### src/rtl/fir_decim_fifo.sv
// FIR output stage: drops warm-up samples, decimates by DECIM (pick or block average)
// and queues results in a first-word-fall-through FIFO with overflow accounting.
module fir_decim_fifo #(
  parameter int DECIM  = 4,
  parameter int AVG    = 0,
  parameter int DEPTH  = 16,
  parameter int WARMUP = 24
) (
  input  logic                       clk,
  input  logic                       rst,
  input  logic signed [15:0]         y_in,
  input  logic                       in_en,
  output logic signed [15:0]         m_data,
  output logic                       m_valid,
  input  logic                       m_ready,
  output logic [$clog2(DEPTH):0]     level,
  output logic                       warm_done,
  input  logic                       clr_ovf,
  output logic                       overflow,
  output logic [15:0]                drop_cnt
);

  localparam int LG   = $clog2(DECIM);
  localparam int PW   = (DECIM > 1) ? LG : 1;
  localparam int WCW  = (WARMUP > 1) ? $clog2(WARMUP) : 1;
  localparam int AW   = $clog2(DEPTH);
  localparam int ACCW = 16 + LG;
  localparam logic [PW-1:0]  PH_LAST   = PW'(DECIM - 1);
  localparam logic [WCW-1:0] WARM_LAST = WCW'((WARMUP > 0) ? WARMUP - 1 : 0);
  localparam logic [AW:0]    FULL_LVL  = (AW + 1)'(DEPTH);

  logic [WCW-1:0]         warmCnt_q, warmCnt_d;
  logic                   warmDone_q, warmDone_d;
  logic [PW-1:0]          phase_q, phase_d;
  logic signed [ACCW-1:0] acc_q, acc_d;
  logic [AW-1:0]          wrPtr_q, wrPtr_d, rdPtr_q, rdPtr_d;
  logic [AW:0]            count_q, count_d;
  logic                   ovf_q, ovf_d;
  logic [15:0]            dropCnt_q, dropCnt_d;
  logic signed [15:0]     mem [DEPTH];

  logic                   accept, lastPhase, pushReq, pop, full, pushOk, drop;
  logic signed [ACCW-1:0] yExt, sum;
  logic signed [15:0]     avgVal, pushVal;

  assign accept    = in_en && warmDone_q;
  assign lastPhase = (phase_q == PH_LAST);
  assign pushReq   = accept && lastPhase;
  assign pop       = m_valid && m_ready;
  assign full      = (count_q == FULL_LVL);
  assign pushOk    = pushReq && (!full || pop);
  assign drop      = pushReq && full && !pop;

  // Phase 0 restarts the block sum, so the accumulator never needs an explicit clear.
  assign yExt    = ACCW'(y_in);
  assign sum     = ((phase_q == '0) ? '0 : acc_q) + yExt;
  assign avgVal  = 16'(sum >>> LG);
  assign pushVal = (AVG != 0) ? avgVal : y_in;

  always_comb begin
    warmCnt_d  = warmCnt_q;
    warmDone_d = warmDone_q;
    if (WARMUP == 0) begin
      warmDone_d = 1'b1;
    end else if (in_en && !warmDone_q) begin
      if (warmCnt_q == WARM_LAST) warmDone_d = 1'b1;
      else warmCnt_d = warmCnt_q + 1'b1;
    end
  end

  always_comb begin
    phase_d = phase_q;
    acc_d   = acc_q;
    if (accept) begin
      phase_d = lastPhase ? '0 : phase_q + 1'b1;
      acc_d   = sum;
    end
  end

  always_comb begin
    wrPtr_d   = wrPtr_q;
    rdPtr_d   = rdPtr_q;
    count_d   = count_q;
    ovf_d     = ovf_q;
    dropCnt_d = dropCnt_q;
    if (pushOk) wrPtr_d = wrPtr_q + 1'b1;
    if (pop) rdPtr_d = rdPtr_q + 1'b1;
    case ({pushOk, pop})
      2'b10:   count_d = count_q + 1'b1;
      2'b01:   count_d = count_q - 1'b1;
      default: count_d = count_q;
    endcase
    // A drop in the same cycle as a clear wins, so no overflow event is ever lost.
    if (drop) ovf_d = 1'b1;
    else if (clr_ovf) ovf_d = 1'b0;
    if (drop && dropCnt_q != 16'hFFFF) dropCnt_d = dropCnt_q + 16'd1;
  end

  always_ff @(posedge clk or posedge rst) begin
    if (rst) begin
      warmCnt_q  <= '0;
      warmDone_q <= 1'b0;
      phase_q    <= '0;
      acc_q      <= '0;
      wrPtr_q    <= '0;
      rdPtr_q    <= '0;
      count_q    <= '0;
      ovf_q      <= 1'b0;
      dropCnt_q  <= '0;
    end else begin
      warmCnt_q  <= warmCnt_d;
      warmDone_q <= warmDone_d;
      phase_q    <= phase_d;
      acc_q      <= acc_d;
      wrPtr_q    <= wrPtr_d;
      rdPtr_q    <= rdPtr_d;
      count_q    <= count_d;
      ovf_q      <= ovf_d;
      dropCnt_q  <= dropCnt_d;
    end
  end

  // Storage is not reset; m_data is forced to zero whenever the FIFO is empty.
  always_ff @(posedge clk) begin
    if (pushOk) mem[wrPtr_q] <= pushVal;
  end

  assign m_valid   = (count_q != '0);
  assign m_data    = m_valid ? mem[rdPtr_q] : '0;
  assign level     = count_q;
  assign warm_done = warmDone_q;
  assign overflow  = ovf_q;
  assign drop_cnt  = dropCnt_q;

endmodule
### config.mk
export PLATFORM = sky130hd
export DESIGN_NAME = fir_decim_fifo
export DESIGN_NICKNAME = d
export VERILOG_FILES = /design/src/rtl/fir_decim_fifo.sv
export SDC_FILE = /design/constraint.sdc
export NUM_CORES = 1
export LEC_CHECK = 0
export BUFFER_PORTS_ARGS = -buffer_cell sky130_fd_sc_hd__buf_2
export CELL_PAD_IN_SITES_DETAIL_PLACEMENT = 1
export CELL_PAD_IN_SITES_GLOBAL_PLACEMENT = 1
export CORE_MARGIN = 2
export CORE_UTILIZATION = 40
export DETAILED_ROUTE_END_ITERATION = 16
export GPL_ROUTABILITY_DRIVEN = 0
export PLACE_DENSITY = 0.68
export REMOVE_ABC_BUFFERS = 1
export SLEW_MARGIN = 20
export SYNTH_ARGS = -nofsm -noshare
export SYNTH_HDL_FRONTEND = slang
export SYNTH_SLANG_ARGS = --single-unit
export TNS_END_PERCENT = 10
### constraint.sdc
create_clock -name clk -period 8.4 [get_ports clk]
set_input_delay 2.1 -clock clk [delete_from_list [all_inputs] [get_ports clk]]
set_output_delay 2.1 -clock clk [all_outputs]
set_load 0.02 [all_outputs]
==> results of run 1 <==
==> per-stage QoR <==
| stage | total power [mW] | setup WS [ns] | hold slack, ns |
|---|---|---|---|
| after global routing | 4.44 | 2.54 | 0.494 |
| after detailed placement | 2.94 | 3.23 | 0.479 |
| after CTS | 4.30 | 2.68 | 0.487 |
| final | 4.24 | 2.80 | 0.479 |
| after floorplan | 2.62 | 2.35 | 0.439 |
| after global placement | 2.88 | 3.29 | 0.454 |
==> layout make-up <==
cell class / count / area, µm²
fillers: 2701 / 15100
clock buffers: 41 / 908
well taps: 384 / 480
flip-flops and latches: 294 / 8640
repair buffers: 80 / 450
multi-input cells: 236 / 2950
inverters: 10 / 37.5
clock inverters: 17 / 119
==> path summary, 6_finish.rpt <==
check                                to  slack, ns  cells after the start
max                          m_data[13]       2.80                      5
min                        warmCnt_q[4]       0.48                      1
max reg2reg                    level[4]       5.58                      9
min reg2reg                warmCnt_q[4]       0.48                      1
max in group asynchronous    rdPtr_q[0]       6.28                      3
min in group asynchronous   drop_cnt[0]       1.71                      3
==> placed cells by master (no fill, tap or decap), types with 6 or more instances in the layout <==
cell type	netlist	routed
dfrtp_1	38	35
mux2_2	7	7
buf_2	4	60
buf_4	0	20
nand4_1	10	10
mux4_2	80	80
xnor2_1	19	19
clkbuf_16	0	35
ha_1	10	10
nand2_1	18	18
inv_1	10	10
xor2_1	9	9
clkinv_2	0	6
and2_1	27	27
clkinv_1	0	6
edfxtp_1	256	256
==> layer usage <==
layer / up-vias / track usage / wire length [µm] / share of wire
li1: 2477 / - / - / -
met2: 157 / 0.298 / 13300 / 0.51
met3: 41 / 0.0352 / 1260 / 0.048
met1: 3115 / 0.245 / 11200 / 0.42
met5: - / 0 / 16 / 0.00061
met4: 2 / 0.0524 / 601 / 0.023
==> logic make-up (layout without fill, tap and decap cells) <==
kind of cell	count (synthesis)	in the layout	share of synthesized area
XOR/XNOR	28	28	0.0210
adder cells (fa/ha/maj)	10	10	0.0107
buffers and inverters	32	148	0.0113
flip-flops	294	294	0.739
AND/OR/NAND/NOR	93	93	0.0454
multiplexers	87	87	0.161
AO/OA/AOI/OAI	18	18	0.0117
==> power by group through the flow <==
stage / combinational (mW) / clock (mW) / sequential, mW
2_1_floorplan: 0.747 / 0 / 1.87
3_3_place_gp: 1.04 / 0 / 1.84
3_5_place_dp: 1.08 / 0 / 1.86
4_1_cts: 1.09 / 1.39 / 1.82
5_1_grt: 1.15 / 1.45 / 1.84
6_report: 1.06 / 1.36 / 1.82
==> flip-flops by register name, indices dropped and copies added, names as in the netlist <==
signal,flops
warm_done,1
level,5
warmCnt_q,5
wrPtr_q,4
phase_q,2
mem,256
drop_cnt,16
rdPtr_q,4
overflow,1
==> worst max-delay path: stages (launching register included) <==
cell and delay, ns:
dfrtp_4 1.05, buf_4 0.53, mux4_2 0.55, mux4_2 0.49, and2_1 0.17, buf_2 0.16
==> results.py, run 1 <==
metrics = {
    "synthesis": {
        "syn_inst": 562,
        "seq_area_frac_synth": 0.739,
        "synth_area_per_cell_um2": 20.8,
        "netlist_area_mm2": 0.0117,
        "ys.flop_type": "edfxtp_1",
        "synth_area_leader_cell": "edfxtp_1",
        "synthMostInstantiatedCell": "edfxtp_1",
        "yosysWarnings": 0,
        "yosysUniqueCellTypes": 41,
        "synth_edf_count": 256,
        "async_flop_share": 0.129,
        "synth_area_leaders": "edfxtp_1 66%, mux4_2 15%, dfrtp_1 8.1%",
        "yosysTopAreaCellShare": 0.658,
        "ys_ff_latch": 294,
        "synth_common_cells": "256 x edfxtp_1, 80 x mux4_2, 38 x dfrtp_1",
    },
    "floorplanning": {
        "rows": 62,
        "fp.dieW_um": 175,
        "core_mm2": 0.0287,
        "dieArea_mm2": 0.0306,
        "start_util": 0.407,
        "die_height_um": 175,
        "io_pins": 61,
    },
    "layout": {
        "final_cell_area_mm2": 0.0136,
        "insertedDiodeCount": 0,
        "final_core_util": 0.473,
        "fin_nets": 687,
        "fin_cells": 1062,
        "drive_above_1_share": 0.347,
        "area_delta_synth_final_pct": 16.2,
    },
    "worst_setup_path": {
        "worstSetupStartpoint": "rdPtr_q[0]",
        "r2r-start": "level[1]",
        "crit_fanout": 47,
        "arrival_ns": 3.50,
        "cp-start-kind": "flop",
        "cp-end-kind": "output port",
        "critical_path_class": "flop to output port",
        "critical_path_required_ns": 6.30,
    },
    "routing": {
        "drcViolationCount": 0,
        "drt-pass1-iter-count": 4,
        "drtIter0Drc": 495,
        "viasPerCell": 5.45,
        "num_vias": 5792,
        "final_antenna_net_count": 0,
        "finalWirelength_um": 26400,
        "wl_per_cell_um": 24.8,
    },
    "min_path": {
        "worstHoldPathType": "flop to flop",
        "worstHoldStart": "warmCnt_q[4]",
    },
    "sta": {
        "final_hold_viol_count": 0,
        "worst_pin_slew_ns": 0.977,
        "max_freq_mhz": 178,
        "setup_violations": 0,
        "fin_setup_tns_ns": 0,
        "slew_headroom": 0.349,
        "fin_crit_ns": 5.60,
        "slew_violations": 0,
        "period_share": 0.667,
        "grt_setup_unrepaired": "false",
        "clock_skew_ns": 0.0271,
    },
    "flow_run": {
        "maxCapViolCount": 0,
    },
    "cts": {
        "numCtsBuffers": 34,
        "cts_root_buf": "clkbuf_16",
        "cts_buffer_depth": 3,
        "post-cts-setup-buffer-count": 0,
        "htreeDepth": 2,
        "cts_tree": "done",
        "cts_resized": 0,
        "cts.sinks": 294,
        "cts_hold_buf": 0,
        "worstSkewPairLatency_ns": 0.51,
        "clk_pin_slew_ns": 0.06,
    },
    "power": {
        "p_comb_frac": 0.251,
        "netSwitchingFraction": 0.288,
        "irDropWorstVdd_uv": 158,
        "p_per_area_mw_per_mm2": 312,
        "p_clk_frac": 0.321,
        "power.switching_mw": 1.22,
        "sequentialPowerShare": 0.429,
        "leakage_nw": 4.65,
        "p_int_mw": 3.02,
    },
    "place": {
        "place_area_mm2": 0.0126,
        "io_buffers": 60,
        "placed_cells_incl_taps": 1004,
        "dp_hpwl_um": 15400,
    },
    "grt": {
        "grt_max_degree": 50,
        "antenna_found_initial": 1,
        "gr-total-overflow": 0,
        "grt_pass1_vias": 6367,
        "grt_use_total": 0.180,
        "grt_pass1_wl_um": 40600,
    },
    "outcome": {
        "status": "completed",
    },
}
No activity file was read; power rests on OpenSTA's default activity.
==> run 2, diff against run 1 <==
--- a/config.mk
+++ b/config.mk
@@ -5,6 +5,7 @@
 export SDC_FILE = /design/constraint.sdc
 export NUM_CORES = 1
 export LEC_CHECK = 0
+export ABC_AREA = 1
 export BUFFER_PORTS_ARGS = -buffer_cell sky130_fd_sc_hd__buf_2
 export CELL_PAD_IN_SITES_DETAIL_PLACEMENT = 1
 export CELL_PAD_IN_SITES_GLOBAL_PLACEMENT = 1
@@ -12,7 +13,7 @@
 export CORE_UTILIZATION = 40
 export DETAILED_ROUTE_END_ITERATION = 16
 export GPL_ROUTABILITY_DRIVEN = 0
-export PLACE_DENSITY = 0.68
+export PLACE_DENSITY = 0.72
 export REMOVE_ABC_BUFFERS = 1
 export SLEW_MARGIN = 20
 export SYNTH_ARGS = -nofsm -noshare
==> constraint.sdc (replaced) <==
create_clock -name clk -period 5.78 [get_ports clk]
set_input_delay 1.445 -clock clk [delete_from_list [all_inputs] [get_ports clk]]
set_output_delay 1.445 -clock clk [all_outputs]
set_load 0.02 [all_outputs]
==> results.py, run 2 <==
metrics = {
    "synthesis": {
        "synth_edf_count": 256,
        "synth_compound_area_frac": 0.114,
        "syn_inst": 979,
        "synthMuxAreaShare": 0,
        "yosysTopAreaCellShare": 0.632,
        "ys.flop_type": "edfxtp_1",
        "synth_common_cells": "256 x edfxtp_1, 180 x nor2_1, 128 x o21ai_0",
        "synth_area_leaders": "edfxtp_1 63%, dfrtp_1 7.8%, nor2_1 5.6%",
        "synth_area_per_cell_um2": 12.4,
        "synth_top_family_by_area": "compound AO/OA/AOI/OAI gates",
        "async_flop_share": 0.129,
        "seq_area_frac_synth": 0.710,
        "ys_ff_latch": 294,
        "synthMostInstantiatedCell": "edfxtp_1",
        "yosysUniqueCellTypes": 37,
        "yosysWarnings": 0,
        "synth_adder_area_share": 0.0103,
        "netlist_area_mm2": 0.0122,
        "synth_area_leader_cell": "edfxtp_1",
        "synth-simple-area-share": 0.112,
        "synth-xor-area-share": 0.0194,
    },
    "worst_setup_path": {
        "crit_path_cell_trace": "clkinv_2 > buf_4 > o21ai_0 > o22ai_1 > nor2_1 > nor2_1 > o21ai_1 > a21oi_1 > buf_2",
        "r2r-start": "level[1]",
        "crit_buf_inv": 3,
        "max_stage_delay_ns": 0.85,
        "cp-start-kind": "flop",
        "cp_top_family": "buffers and inverters",
        "r2r-end": "mem[4][5]",
        "reg2reg_slack_ns": 3.07,
        "cp-end-kind": "output port",
        "cp.depth": 9,
        "reg2reg_depth": 9,
        "arrival_ns": 3.59,
        "crit_fanout": 60,
        "critical_path_required_ns": 4.34,
        "critical_path_class": "flop to output port",
        "cp_slowest_cell": "dfrtp_4",
        "critPathMostFrequentCell": "nor2_1",
    },
    "cts": {
        "worstSkewPairLatency_ns": 0.55,
        "htreeDepth": 1,
        "numCtsBuffers": 31,
        "clk_pin_slew_ns": 0.06,
        "cts.sinks": 294,
        "post-cts-setup-buffer-count": 0,
        "cts_root_buf": "clkbuf_16",
        "cts_resized": 0,
        "cts_tree": "done",
        "cts_hold_buf": 0,
        "cts_buffer_depth": 3,
    },
    "sta": {
        "fin_setup_tns_ns": 0,
        "fin_crit_ns": 5.03,
        "slew_headroom": 0.326,
        "final_hold_viol_count": 0,
        "setup_violations": 0,
        "slew_violations": 0,
        "period_share": 0.871,
        "clock_skew_ns": 0.0197,
        "whs_ns": 0.486,
        "max_freq_mhz": 199,
        "worst_pin_slew_ns": 1.01,
        "grt_setup_unrepaired": "false",
    },
    "floorplanning": {
        "fp.dieW_um": 178,
        "io_pins": 61,
        "rows": 63,
        "core_mm2": 0.0298,
        "die_height_um": 178,
        "start_util": 0.409,
        "dieArea_mm2": 0.0318,
    },
    "routing": {
        "wl_per_cell_um": 21.9,
        "drcViolationCount": 0,
        "drtIter0Drc": 633,
        "viasPerCell": 5.56,
        "drt-pass1-iter-count": 5,
        "final_antenna_net_count": 0,
        "num_vias": 8110,
        "finalWirelength_um": 31900,
    },
    "layout": {
        "area_delta_synth_final_pct": 14.9,
        "drive_above_1_share": 0.167,
        "final_common_cell": "edfxtp_1",
        "seqCellArea_mm2": 0.00864,
        "multiInputGateArea_mm2": 0.00315,
        "top_register": "mem",
        "final_cell_area_mm2": 0.0140,
        "fin_nets": 1076,
        "insertedDiodeCount": 0,
        "final_cell_mix": "256 x edfxtp_1, 164 x nor2_1, 128 x o21ai_0, 70 x nand2_1, 60 x buf_2",
        "fillCellCount": 3077,
        "largest_register_ffs": 256,
    },
    "place": {
        "place_area_mm2": 0.0129,
        "io_buffers": 60,
        "dp_hpwl_um": 19300,
    },
    "flow_run": {
        "maxCapViolCount": 0,
    },
    "grt": {
        "grt_pass1_vias": 8501,
        "gr-total-overflow": 0,
        "grt_use_total": 0.204,
        "grt_max_degree": 73,
        "antenna_found_initial": 1,
        "grt_pass1_wl_um": 49200,
    },
    "power": {
        "p_per_area_mw_per_mm2": 482,
        "total_power_mw": 6.74,
        "irDropWorstVdd_uv": 257,
        "leakage_nw": 4.94,
    },
    "min_path": {
        "min_to": "warmCnt_q[4]",
        "worstHoldPathType": "flop to flop",
        "min_path_cells": 1,
        "worstHoldStart": "warmCnt_q[4]",
    },
    "outcome": {
        "status": "completed",
    },
}
-- run 2: cell types whose count changed after synthesis, sizes merged, moves of 14 or more --
| cell | before | now |
|---|---|---|
| buf | 10 | 28 |
| clkbuf | 12 | 26 |
| o221ai | 0 | 46 |
| inv | 10 | 41 |
| mux4 | 80 | 0 |
| and2 | 27 | 0 |
| nor2 | 8 | 184 |
| o22ai | 0 | 18 |
| nand2 | 18 | 76 |
| o21ai | 3 | 150 |
| a21oi | 2 | 17 |
| nand3 | 5 | 42 |
-- run 2: worst reg2reg max path, cell delays in order (launching register included) --
cell	delay, ns
dfrtp_1	0.42
nor2_1	0.10
nand2_1	0.08
clkinv_1	0.10
nand3_1	0.10
nand2_2	0.09
inv_1	0.18
nand2_1	0.21
nor2_2	0.79
buf_4	0.33
-- run 2: worst max-delay path by stage --
stage | from | to
floorplan | rdPtr_q[0] | m_data[13]
global placement | rdPtr_q[0] | m_data[12]
detailed placement | rdPtr_q[0] | m_data[10]
CTS | rdPtr_q[0] | m_data[0]
global route | rdPtr_q[0] | m_data[0]
finish | rdPtr_q[0] | m_data[0]
-- run 2: logic make-up after synthesis --
group           count (synthesis)
compound gates                233
simple gates                  317
buf+inv                        98
flops                         294
fa+ha+maj                      10
xor+xnor                       27
-- run 2: metrics by stage --
step | instances | setup WS [ns] | util
3_3_place_gp | 1402 | 1.50 | 0.434
4_1_cts | 1459 | 0.773 | 0.470
3_5_place_dp | 1402 | 1.39 | 0.435
6_report | 1459 | 0.747 | 0.470
2_1_floorplan | 925 | 0.238 | -
5_1_grt | 1459 | 0.504 | 0.470
-- run 2: layout make-up --
| class | instances | area share |
|---|---|---|
| Timing Repair Buffer | 87 | 0.0359 |
| Clock inverter | 19 | 0.0150 |
| Multi-Input combinational cell | 587 | 0.225 |
| Inverter | 44 | 0.0120 |
| Tap cell | 390 | 0.0349 |
| Sequential cell | 294 | 0.618 |
| Clock buffer | 38 | 0.0595 |
-- run 2: where the power goes --
| group | internal, mW | total, mW | switching, mW |
|---|---|---|---|
| logic | 0.638 | 2.13 | 1.49 |
| clock network | 1.20 | 2.02 | 0.821 |
| registers | 2.42 | 2.60 | 0.178 |
| total | 4.26 | 6.74 | 2.49 |
-- run 2: per-layer routing --
layer  routed length (µm)  vias to the layer above  share of wire  track usage
met5                   11                        -        0.00034            0
met2                15300                      240           0.48        0.338
met3                 1930                       64          0.060       0.0332
met4                  881                        2          0.028       0.0671
met1                13800                     4104           0.43        0.275
li1                     -                     3700              -            -
